==> src/rtl/ctrl_troco_if.sv <==
// ctrl_troco_if: coin/refund/dispense signal bundle for the change controller.
//   master : drives coin pulses, cancel and ack; observes the controller outputs
//   slave  : the controller side (ctrl_troco)
//   i_moeda_25/50/1 : single-cycle coin pulses worth 1/2/4 credit units
//   i_cancel        : single-cycle refund request
//   i_ack           : completion strobe from dispense/eject mechanism
//   o_credit        : current credit (25-cent units)
//   o_vend          : dispense request level, held until i_ack
//   o_eject_50/25   : change-coin eject level, held until i_ack
//   o_reject        : one-cycle pulse, inserted coin(s) returned
//   o_busy          : controller not idle
interface ctrl_troco_if;
  logic       i_moeda_25;
  logic       i_moeda_50;
  logic       i_moeda_1;
  logic       i_cancel;
  logic       i_ack;
  logic [3:0] o_credit;
  logic       o_vend;
  logic       o_eject_50;
  logic       o_eject_25;
  logic       o_reject;
  logic       o_busy;

  modport master (
    output i_moeda_25, i_moeda_50, i_moeda_1, i_cancel, i_ack,
    input  o_credit, o_vend, o_eject_50, o_eject_25, o_reject, o_busy
  );

  modport slave (
    input  i_moeda_25, i_moeda_50, i_moeda_1, i_cancel, i_ack,
    output o_credit, o_vend, o_eject_50, o_eject_25, o_reject, o_busy
  );
endinterface

==> src/rtl/ctrl_troco.sv <==
// ctrl_troco: vending credit / change controller.
//   Accepts 25c, 50c and 1-real coins, vends once credit reaches PRICE and
//   pays the remainder (or a full refund on cancel) one change coin at a time.
// Ports:
//   i_clk  : clock, rising edge
//   i_rst  : synchronous active-high reset
//   bus    : ctrl_troco_if.slave (coin pulses, cancel, ack in; credit, vend,
//            eject, reject, busy out; all outputs registered)
//
// state  | meaning
// IDLE   | accepting coins, waiting for credit >= PRICE or cancel
// VEND   | o_vend held until the mechanism acks
// CHANGE | one change coin eject held until ack
// GAP    | one dead cycle between change coins
module ctrl_troco #(
  parameter int PRICE      = 4,
  parameter int MAX_CREDIT = 8
) (
  input logic          i_clk,
  input logic          i_rst,
  ctrl_troco_if.slave  bus
);

  typedef enum logic [1:0] {IDLE, VEND, CHANGE, GAP} state_t;

  localparam logic [3:0] PRICE_U = 4'(PRICE);
  localparam logic [4:0] MAX_U   = 5'(MAX_CREDIT);

  state_t     state;
  logic [3:0] credit;
  logic       vend;
  logic       eject_50;
  logic       eject_25;
  logic       reject;
  logic       busy;

  logic [2:0] coin_sum;
  logic       coin_any;
  logic [4:0] credit_plus;
  logic       coin_fits;
  logic [3:0] credit_coin;
  logic [3:0] remainder;

  // Coin weights are 1/2/4, so the pulses concatenated are already their sum.
  always_comb begin
    coin_sum    = {bus.i_moeda_1, bus.i_moeda_50, bus.i_moeda_25};
    coin_any    = |coin_sum;
    credit_plus = {1'b0, credit} + {2'b00, coin_sum};
    coin_fits   = (credit_plus <= MAX_U);
    credit_coin = coin_fits ? credit_plus[3:0] : credit;
    remainder   = credit - PRICE_U;
  end

  always_ff @(posedge i_clk) begin
    if (i_rst) begin
      state    <= IDLE;
      credit   <= 4'd0;
      vend     <= 1'b0;
      eject_50 <= 1'b0;
      eject_25 <= 1'b0;
      reject   <= 1'b0;
      busy     <= 1'b0;
    end else begin
      // Coins are refused outside IDLE, or when they would exceed the ceiling.
      reject <= coin_any && ((state != IDLE) || !coin_fits);
      case (state)
        IDLE: begin
          credit <= credit_coin;
          // Cancel beats a vend triggered in the same cycle.
          if (bus.i_cancel && (credit_coin != 4'd0)) begin
            state    <= CHANGE;
            busy     <= 1'b1;
            eject_50 <= (credit_coin >= 4'd2);
            eject_25 <= (credit_coin == 4'd1);
          end else if (credit >= PRICE_U) begin
            state <= VEND;
            vend  <= 1'b1;
            busy  <= 1'b1;
          end
        end
        VEND: begin
          if (bus.i_ack) begin
            credit <= remainder;
            vend   <= 1'b0;
            if (remainder != 4'd0) begin
              state    <= CHANGE;
              eject_50 <= (remainder >= 4'd2);
              eject_25 <= (remainder == 4'd1);
            end else begin
              state <= IDLE;
              busy  <= 1'b0;
            end
          end
        end
        CHANGE: begin
          if (bus.i_ack) begin
            // eject_50 is only raised with credit >= 2, so no underflow.
            credit   <= eject_50 ? (credit - 4'd2) : (credit - 4'd1);
            eject_50 <= 1'b0;
            eject_25 <= 1'b0;
            state    <= GAP;
          end
        end
        GAP: begin
          if (credit != 4'd0) begin
            state    <= CHANGE;
            eject_50 <= (credit >= 4'd2);
            eject_25 <= (credit == 4'd1);
          end else begin
            state <= IDLE;
            busy  <= 1'b0;
          end
        end
        default: begin
          state <= IDLE;
          busy  <= 1'b0;
        end
      endcase
    end
  end

  assign bus.o_credit   = credit;
  assign bus.o_vend     = vend;
  assign bus.o_eject_50 = eject_50;
  assign bus.o_eject_25 = eject_25;
  assign bus.o_reject   = reject;
  assign bus.o_busy     = busy;

endmodule

==> src/flat_wrapper.sv <==
// flat-port wrapper written by rule: the top's interface ports become plain ports
module ctrl_troco_flat 
#(
  parameter int PRICE      = 4,
  parameter int MAX_CREDIT = 8
)
  (i_clk, i_rst, bus_i_moeda_25, bus_i_moeda_50, bus_i_moeda_1, bus_i_cancel, bus_i_ack, bus_o_credit, bus_o_vend, bus_o_eject_50, bus_o_eject_25, bus_o_reject, bus_o_busy);
  ctrl_troco_if bus_i ();
  input logic i_clk;
  input logic i_rst;
  input wire logic [$bits(bus_i.i_moeda_25)-1:0] bus_i_moeda_25;
  input wire logic [$bits(bus_i.i_moeda_50)-1:0] bus_i_moeda_50;
  input wire logic [$bits(bus_i.i_moeda_1)-1:0] bus_i_moeda_1;
  input wire logic [$bits(bus_i.i_cancel)-1:0] bus_i_cancel;
  input wire logic [$bits(bus_i.i_ack)-1:0] bus_i_ack;
  output wire logic [$bits(bus_i.o_credit)-1:0] bus_o_credit;
  output wire logic [$bits(bus_i.o_vend)-1:0] bus_o_vend;
  output wire logic [$bits(bus_i.o_eject_50)-1:0] bus_o_eject_50;
  output wire logic [$bits(bus_i.o_eject_25)-1:0] bus_o_eject_25;
  output wire logic [$bits(bus_i.o_reject)-1:0] bus_o_reject;
  output wire logic [$bits(bus_i.o_busy)-1:0] bus_o_busy;
  assign bus_i.i_moeda_25 = bus_i_moeda_25;
  assign bus_i.i_moeda_50 = bus_i_moeda_50;
  assign bus_i.i_moeda_1 = bus_i_moeda_1;
  assign bus_i.i_cancel = bus_i_cancel;
  assign bus_i.i_ack = bus_i_ack;
  assign bus_o_credit = bus_i.o_credit;
  assign bus_o_vend = bus_i.o_vend;
  assign bus_o_eject_50 = bus_i.o_eject_50;
  assign bus_o_eject_25 = bus_i.o_eject_25;
  assign bus_o_reject = bus_i.o_reject;
  assign bus_o_busy = bus_i.o_busy;
  ctrl_troco #(.PRICE(PRICE), .MAX_CREDIT(MAX_CREDIT)) u_core (.i_clk(i_clk), .i_rst(i_rst), .bus(bus_i));
endmodule
==> config.mk <==
export PLATFORM = sky130hd
export DESIGN_NAME = ctrl_troco_flat
export DESIGN_NICKNAME = d
export VERILOG_FILES = /design/src/rtl/ctrl_troco_if.sv /design/src/rtl/ctrl_troco.sv /design/src/flat_wrapper.sv
export SDC_FILE = /design/constraint.sdc
export NUM_CORES = 1
export LEC_CHECK = 0
export CAP_MARGIN = 20
export CORE_ASPECT_RATIO = 0.7
export CORE_MARGIN = 1
export CORE_UTILIZATION = 50
export CTS_BUF_LIST = sky130_fd_sc_hd__clkbuf_4 sky130_fd_sc_hd__clkbuf_8 sky130_fd_sc_hd__clkbuf_16
export DETAILED_ROUTE_END_ITERATION = 8
export PLACE_DENSITY = 0.76
export SYNTH_ARGS = -nofsm -noshare
export SYNTH_HDL_FRONTEND = slang
export SYNTH_SLANG_ARGS = --single-unit
==> constraint.sdc <==
create_clock -name i_clk -period 5.7 [get_ports i_clk]
set_input_delay 1.14 -clock i_clk [delete_from_list [all_inputs] [get_ports i_clk]]
set_output_delay 1.14 -clock i_clk [all_outputs]
set_load 0.02 [all_outputs]
After elaboration in Yosys (flattened, before gate mapping)
Index checks and enable logic that the tools add are counted.

Bits in registers: 11. Bits in latches: 0. Bits in writable memories: 0. Memory bits (read-only): 0. Input port bits: 7. Memories: 0.

Add/subtract/negate cells: 4. Multiply operators: 0. Div/mod/pow operators: 0. $lt $le $gt $ge: 5. Eq/ne operators: 16. Shift operators: 0. Muxes and demuxes: 31. Bitwise gates (word level): 0. Reductions and logical operators: 18.

Operator list (count): two-way mux 4 bit (4); two-way mux 1 bit (15); == test 4 x 1 -> 1 bit (second input constant) (3); >= comparator 4 x 2 -> 1 bit (second input constant) (3); two-way mux 2 bit (6); one-hot mux 4 bit (3 select lines) (1); nonzero test 4 bit (3); inequality test 2 bit (second input constant) (5); AND reduction 5 bit (2); inequality test 2 x 1 -> 1 bit (second input constant) (4); one-hot mux 1 bit (4 select lines) (2); one-hot mux 2 bit (4 select lines) (1); AND reduction 3 bit (2); nonzero test 3 bit (2); adder 4 x 3 -> 5 bit (1); <= comparator 5 x 4 -> 1 bit (second input constant) (1); == test 2 bit (second input constant) (2); >= comparator 4 x 3 -> 1 bit (second input constant) (1); AND reduction 4 bit (1); nonzero test 2 bit (2); subtractor 4 x 1 -> 4 bit (second input constant) (1); subtractor 4 x 2 -> 4 bit (second input constant) (1); subtractor 4 x 3 -> 4 bit (second input constant) (1); inequality test 3 x 1 -> 1 bit (second input constant) (1); 8 further kinds (9).

Logic depth before layout (Yosys ltp)
Gate-level depths: netlist of the first run.

Depth in word-level cells: 7. Gate-level depth with buffers: 8. Mapped depth without buffers: 8.

Least setup slack after synthesis of the first run
Ideal clock, no wire load.

Path type: input -> register. From: in bus_i_moeda_25. To: reg u_core.state[0]. Setup time: 0.119 ns. Arrival: 3.189 ns. Required time: 5.581 ns. Path slack: 2.393 ns. Stages: 8. Cells stage by stage: ha_1 > fa_1 > xor2_2 > o211a_1 > a211o_1 > a2111oi_4 > nor3_1 > o221a_1.

Word-level cells in the longest chain between the ends: 7. Elaborated cells between the ends (all ways): 9.

RTL lines: start: declaration (line flat_wrapper.sv:11) `input wire logic [$bits(bus_i.i_moeda_25)-1:0] bus_i_moeda_25;`; adder 4 x 3 -> 5 bit * (line ctrl_troco.sv:48) `credit_plus = {1'b0, credit} + {2'b00, coin_sum};`; <= comparator 5 x 4 -> 1 bit (line ctrl_troco.sv:49) `coin_fits = (credit_plus <= MAX_U);`; two-way mux 4 bit * (line ctrl_troco.sv:50) `credit_coin = coin_fits ? credit_plus[3:0] : credit;`; nonzero test 4 bit * (line ctrl_troco.sv:70) `if (bus.i_cancel && (credit_coin != 4'd0)) begin`; logical AND 1 bit * (line ctrl_troco.sv:70); two-way mux 2 bit or inequality test 3 x 1 -> 1 bit (tied branches); one-hot mux 2 bit (4 select lines) or AND reduction 3 bit (tied branches); end signal: assignment (line ctrl_troco.sv:71) `state <= CHANGE;`; end signal: assignment (line ctrl_troco.sv:76) `state <= VEND;`; end signal: assignment (line ctrl_troco.sv:86) `state <= CHANGE;`; end: declaration (line ctrl_troco.sv:29) `state_t state;`.

Mark *: on every way between the ends. The rest lies on a longest branch, timed or not. A chain may end at the register's enable or synchronous reset.

Worst setup path in the final report of the first run
From: in bus_i_moeda_25. To: reg u_core.state[1].

The elaborated chain is that of the path after synthesis.

==> metrics.md, run 1 <==
| Metric | Value |
|---|---|
| Status | `complete, no violations` |
| Crit-path leading delay family | `compound AO/OA/AOI/OAI gates` |
| RR Startpoint | `u_core.bus.o_credit[0]` |
| Critical Path RT | `about 5900 ps` |
| Slew headroom | `61.0%` |
| Port Buffer Count | `15` |
| Routed wire length | `3300 um` |
| Ys async rst share | `0%` |
| Sw power | `0.451 mW` |
| Sw Share | `between 50 and 60%` |
| Critical Path, Cell by Cell | `clkdlybuf4s50_1, ha_1, fa_1, xor2_2, o211a_1, a211o_1, a2111oi_4, nor3_1, o32ai_1` |
| Register area | `approximately 220 sq um` |
| Nets | `194` |
| Clk root buf | `clkbuf_4` |
| Num rows | `14` |
| Peak supply drop | `around 230 uV` |
| Worst Hold Launch | `u_core.bus.o_vend` |
| H-tree levels | `1` |
| Via/cell ratio | `between 6 and 7` |
| Worst Hold Path EP | `u_core.bus.o_vend` |
| Die H | `43.6 um` |
| DR vias | `1276` |
| Min-delay worst type | `flip-flop to flip-flop` |
| Post-synthesis cell type count | `52` |
| Post_cts resized | `0` |
| Overall global routing resource usage | `28.0%` |
| Initial antenna violation count | `0` |
| Vias in the first global route | `1113` |
| Clk slew on worst S/H paths | `90 ps` |
| Reg2Reg Setup Slack | `2760 ps` |
| Ys flop type | `dfxtp_1` |
| CP Capture Type | `flip-flop` |
| Post-CTS Setup Repair Bufs | `0` |
| CP startpoint kind | `input port` |
| CP max stage cell | `fa_1` |
| # IOs | `16` |
| Share of cells above drive strength 1 | `6.59%` |
| CTS tree | `built` |
| Cell area after synthesis | `1240 sq um` |
| DIE AREA | `2680 sq um` |
| Largest net degree at the start of global routing | `13` |
| Placer Congestion | `0.966` |
| Hold Path Depth | `1` |
| Syn_area_per_cell | `8.10 sq um` |
| Synth Instances | `153` |
| R2R depth | `8` |
| Unrepaired setup endpoints after global routing | `false` |
| Fill count | `between 200 and 250` |
| FF+latch count, synth | `11` |
| Slew Viols, Final | `0` |
| Comb pwr share | `73.8%` |
| DR pass1 iterations | `4` |
| Synth warn | `0` |
| Critical path arrival | `between 3000 and 4000 ps` |
| Core Region | `2240 sq um` |
| Internal power | `0.395 mW` |
| CP bufs+invs | `1` |
| Fin crit share | `66.2%` |
| Die width | `61.5 um` |
| Deepest clock path buffer count | `2` |
| Routed wire per std cell | `~17 um` |
| TNS Setup | `0 ps` |
| Slew @ Worst Pin | `581 ps` |
| Final Hold Viols | `0` |
| GRT Residual Overflow | `0` |
| Setup Skew | `slightly above 20 ps` |
| Number of antenna diodes | `0` |
| Reg2Reg Capture Point | `u_core.state[1]` |
| Final Instance Count excl. Fillers | `199` |
| Initial Util | `55.2%` |
| Max stage delay on crit path | `between 400 and 500 ps` |
| Fmax | `approximately 260 MHz` |
| Drt drc | `0` |
| Post-CTS Hold Buffers | `0` |
| Placed Instances | `195` |
| Number of flops mapped to enable cells by yosys | `0` |
| Most frequent cells in the layout | `ha_1, inv_1, clkdlybuf4s50_1` |
| Power per cell area | `589 nW/um^2` |
| Clock sinks | `11` |
| First-pass GRT wire length | `5490 um` |
| Crit path kind | `input port to flip-flop` |
| Lkg Pwr | `roughly 0.59 nW` |
| Multi-input logic area | `936 sq um` |
| Synth-to-layout area growth | `16.0%` |
| Sequential Power Share | `19.0%` |
| 1st-iter DRT viols | `98` |
| Syn Nets | `179` |
| Clk_lat worst skew | `290 ps` |
| Hold WS | `around 490 ps` |
| CTS Buf Count | `3` |
| Clock power share | `7.3%` |
| Sequential area share after synthesis | `17.8%` |
| Most common cell after layout, fill and taps aside | `ha_1` |
| Final setup vio count | `0` |
| Crit-path max FO | `6` |
| Period minus WS final | `approximately 3800 ps` |
| Final HPWL DP | `between 2000 and 3000 um` |
| Max-Cap Viols | `0` |
| Post-route ant nets | `0` |
[cell usage after synthesis, types with 3 or more instances]
library cell | count | share of area [%]
a211oi_1 | 3 | 1.8
a31oi_1 | 4 | 2.0
clkbuf_1 | 4 | 1.2
nor3_1 | 5 | 2.0
nand2_1 | 12 | 3.6
inv_1 | 15 | 4.5
o21ai_0 | 11 | 4.4
a21oi_1 | 11 | 4.4
nor2_1 | 6 | 1.8
a21o_1 | 3 | 1.8
nand3_1 | 3 | 1.2
dfxtp_1 | 11 | 18
ha_1 | 18 | 18
[worst max path at each step]
stage / from / endpoint / slack (ps) / depth (start not counted)
finish: bus_i_moeda_25 / u_core.state[1] / 1930 / 9
global route: bus_i_moeda_25 / u_core.state[1] / 1820 / 9
CTS: bus_i_moeda_25 / u_core.state[1] / 1990 / 9
global placement: bus_i_moeda_25 / u_core.state[1] / 1730 / 9
detailed placement: bus_i_moeda_25 / u_core.state[1] / 1730 / 9
floorplan: bus_i_moeda_25 / u_core.state[0] / 2390 / 8
[layer usage]
metal  share of wire, %  global-route usage [%]  vias to the layer above
li1                   -                       -                      610
met1                 48                    43.9                      594
met2                 41                    38.3                       68
met3                9.5                    5.37                        4
met4               0.88                    7.11                        0
met5                  0                       0                        -
[worst register-to-register path: cells and delay by family, from the launching register on]
kind,cells,cell delay (ps)
AO/OA/AOI/OAI,4,1280
adder cells (fa/ha/maj),2,740
flip-flops,1,420
XOR/XNOR,1,240
AND/OR/NAND/NOR,1,130
[power groups by stage]
| stage | Sequential (mW) | Combinational [mW] | Clock [mW] |
|---|---|---|---|
| finish | 0.161 | 0.624 | 0.0614 |
| global route | 0.166 | 0.685 | 0.0668 |
| CTS | 0.160 | 0.613 | 0.0627 |
| detailed placement | 0.161 | 0.610 | 0 |
| global placement | 0.161 | 0.603 | 0 |
| floorplan | 0.178 | 0.428 | 0 |
[through the flow]
step / power, mW / worst slack [ps] / utilization [%] / cell area [sq um]
final: 0.846 / 1930 / 64.1 / 1440
after global routing: 0.918 / 1820 / 64.1 / 1440
after CTS: 0.836 / 1990 / 64.1 / 1440
after detailed placement: 0.771 / 1730 / 62.7 / 1410
after global placement: 0.764 / 1730 / 62.7 / 1410
after floorplan: 0.606 / 2390 / - / 1240
[layout make-up]
class	count	area share, %
Clock buffer	4	2.09
Multi-Input combinational cell	121	65.2
Timing Repair Buffer	15	10.5
Sequential cell	11	15.3
Tap cell	32	2.79
Inverter	16	4.18
[sequential cells by signal, indices dropped and copies added (netlist names)]
| signal | flops |
|---|---|
| u_core.bus.o_credit | 4 |
| u_core.state | 2 |
| u_core.bus.o_busy | 1 |
| u_core.bus.o_eject_25 | 1 |
| u_core.bus.o_eject_50 | 1 |
| u_core.bus.o_reject | 1 |
| u_core.bus.o_vend | 1 |
[logic make-up after synthesis]
kind of cell | Yosys count | share of synthesized area (%)
AO/OA/AOI/OAI | 62 | 38.1
XOR/XNOR | 3 | 2.73
adder cells (fa/ha/maj) | 19 | 19.8
buffers and inverters | 21 | 6.67
flip-flops | 11 | 17.8
multiplexers | 2 | 1.62
AND/OR/NAND/NOR | 35 | 13.3
(Power assumes the default switching activity.)
==> run 2, diff against run 1 <==
- PLACE_DENSITY: 0.76 -> 0.79
- clock period: 5.7 -> 3.35 ns (I/O delays scaled with it)
==> run 2 against run 1 <==
- core utilization rose by 2.2 points
- hold slack better by 2.5 ps
- count of clock-buffer cells in the layout stayed put
- flip-flop and latch count unchanged
- largest cell class unchanged
- highest routed layer unchanged
==> metrics.md, run 2 (synthesis results as in run 1) <==
| Metric | Value |
|---|---|
| Status | `complete, no violations` |
| Peak supply drop | `435 uV (+92%)` |
| Deepest clock path buffer count | `2 (unchanged)` |
| Fill count | `200 (-9.1%)` |
| Routed wire length | `3410 um (+3.3%)` |
| Crit path kind | `input port to flip-flop` |
| CP bufs+invs | `1 (unchanged)` |
| Critical Path RT | `3520 ps (-2330 ps)` |
| Final setup vio count | `0 (unchanged)` |
| Unrepaired setup endpoints after global routing | `false` |
| Num rows | `14 (unchanged)` |
| Slew Viols, Final | `0 (unchanged)` |
| Internal power | `0.707 mW (+79%)` |
| DR pass1 iterations | `5 (+1)` |
| Largest net degree at the start of global routing | `13 (unchanged)` |
| Post-CTS Setup Repair Bufs | `0 (unchanged)` |
| Number of antenna diodes | `0 (unchanged)` |
| Port Buffer Count | `15 (unchanged)` |
| Max-Cap Viols | `0 (unchanged)` |
| Max stage delay on crit path | `450 ps (about the same)` |
| Period minus WS final | `between 3000 and 4000 ps` |
| Sw Share | `52.9% (-0.37 points)` |
| Worst Hold Launch | `u_core.bus.o_vend` |
| Clk slew on worst S/H paths | `80 ps (about the same)` |
| Most frequent cells in the layout | `ha_1, inv_1, clkdlybuf4s50_1` |
| Overall global routing resource usage | `28.5% (+0.53 points)` |
| Nets | `200 (+3.1%)` |
| Critical path arrival | `3420 ps (-510 ps)` |
| 1st-iter DRT viols | `108 (+10%)` |
| CP max stage cell | `clkdlybuf4s50_1` |
| # IOs | `16 (unchanged)` |
| Util after Layout | `66.2% (+2.2 points)` |
| Share of cells above drive strength 1 | `10.4% (+3.8 points)` |
| DR vias | `1337 (+4.8%)` |
| Crit-path max FO | `6 (unchanged)` |
| Lkg Pwr | `0.623 nW (+5.3%)` |
| Routed wire per std cell | `16.6 um (+0.31%)` |
| Final WS setup | `91.7 ps (-1830 ps)` |
| Setup Skew | `13.0 ps (-7.21 ps)` |
| Via/cell ratio | `6.52 (+1.7%)` |
| Min-delay worst type | `flip-flop to flip-flop` |
| Post-route ant nets | `0 (unchanged)` |
| Core Region | `2240 sq um (unchanged)` |
| TNS Setup | `0 ps (unchanged)` |
| GRT Residual Overflow | `0 (unchanged)` |
| Hold WS | `489 ps (+2.48 ps)` |
| Die H | `43.6 um (unchanged)` |
| Final HPWL DP | `2630 um (+4.0%)` |
| Most common cell after layout, fill and taps aside | `ha_1` |
| CP startpoint kind | `input port` |
| Final Hold Viols | `0 (unchanged)` |
| Placed Instances | `201 (+3.1%)` |
| Die width | `61.5 um (unchanged)` |
| DIE AREA | `2680 sq um (unchanged)` |
| Clk_lat worst skew | `280 ps (about the same)` |
| Crit. Startpoint | `bus_i_moeda_25` |
| Placer Congestion | `0.946 (-2.1%)` |
| Sw power | `0.794 mW (+76%)` |
| Fmax | `307 MHz` |
| Drt drc | `0 (unchanged)` |
| Comb pwr share | `76.2% (+2.4 points)` |
| Synth-to-layout area growth | `19.9%` |
| Initial Util | `55.2% (unchanged)` |
| Slew @ Worst Pin | `611 ps (+30.1 ps)` |
| CP Capture Type | `flip-flop` |
| Clock power share | `6.9% (-0.4 points)` |
| Vias in the first global route | `1144 (+2.8%)` |
| First-pass GRT wire length | `5570 um (+1.4%)` |
| Clock sinks | `11 (unchanged)` |
| Largest register FFs | `4 (unchanged)` |
| RR Startpoint | `u_core.bus.o_credit[0]` |
| CTS tree | `built` |
| Fin crit share | `97.3%` |
| CTS Buf Count | `3 (unchanged)` |
| H-tree levels | `1 (unchanged)` |
| Pre-CTS setup slack | `-157 ps (-1890 ps)` |
| Power per cell area | `1010 nW/um^2 (+71%)` |
| Slew headroom | `59.0% (-2.0 points)` |
| Critical Path, Cell by Cell | `clkdlybuf4s50_1, ha_1, fa_1, xor2_2, o311ai_1, a211o_1, a2111oi_4, nor3_1, o221a_1` |
| Final Instance Count excl. Fillers | `205 (+3.0%)` |
| Crit-path leading delay family | `compound AO/OA/AOI/OAI gates` |
| Initial antenna violation count | `0 (unchanged)` |
| Clk root buf | `clkbuf_4` |
| Sequential Power Share | `16.9% (-2.1 points)` |
## run 2: cell types whose count changed in the layout (fill, tap and decap cells not counted), sizes merged
cell / change
buf: +6
## run 2: path summary, 6_finish.rpt
| path | endpoint | slack, ps | depth (start not counted) |
|---|---|---|---|
| worst max-delay path | u_core.state[0] | 90 | 9 |
| worst min-delay path | u_core.bus.o_vend | 490 | 1 |
| worst max register to register | u_core.state[0] | 610 | 8 |
| worst min register to register | u_core.bus.o_vend | 490 | 1 |
## run 2: layer usage
metal / vias to the layer above / routed length, um / global-route usage (%)
met3: 8 / 414 / 4.48
met5: - / 0 / 0
met4: 0 / 58 / 9.78
met1: 604 / 1530 / 43.7
met2: 99 / 1400 / 39.8
li1: 626 / - / -
## run 2: layout make-up
cell class                      count  area, sq um  area share (%)
Timing Repair Buffer               21          195            13.1
Clock buffer                        4         30.0            2.02
Multi-Input combinational cell    121          940            63.3
Tap cell                           32         40.0            2.70
Inverter                           16         60.1            4.04
Sequential cell                    11          220            14.8
## run 2: power groups by stage
stage	Clock [mW]	Combinational, mW	Sequential, mW
5_1_grt	0.112	1.23	0.262
4_1_cts	0.105	1.11	0.252
3_5_place_dp	0	1.10	0.255
6_report	0.104	1.14	0.253
2_1_floorplan	0	0.728	0.303
3_3_place_gp	0	1.07	0.253
## run 2: through the flow
step / power, mW / instance area (sq um)
after CTS: 1.46 / 1480
after floorplan: 1.03 / 1240
after global routing: 1.61 / 1490
final: 1.50 / 1490
after global placement: 1.32 / 1450
after detailed placement: 1.35 / 1450
## run 2: timing repair
item	4_1_cts	5_1_grt
gates resized for setup	0	1
setup endpoints to repair	0	1
hold endpoints to repair	0	0
hold buffers	0	0
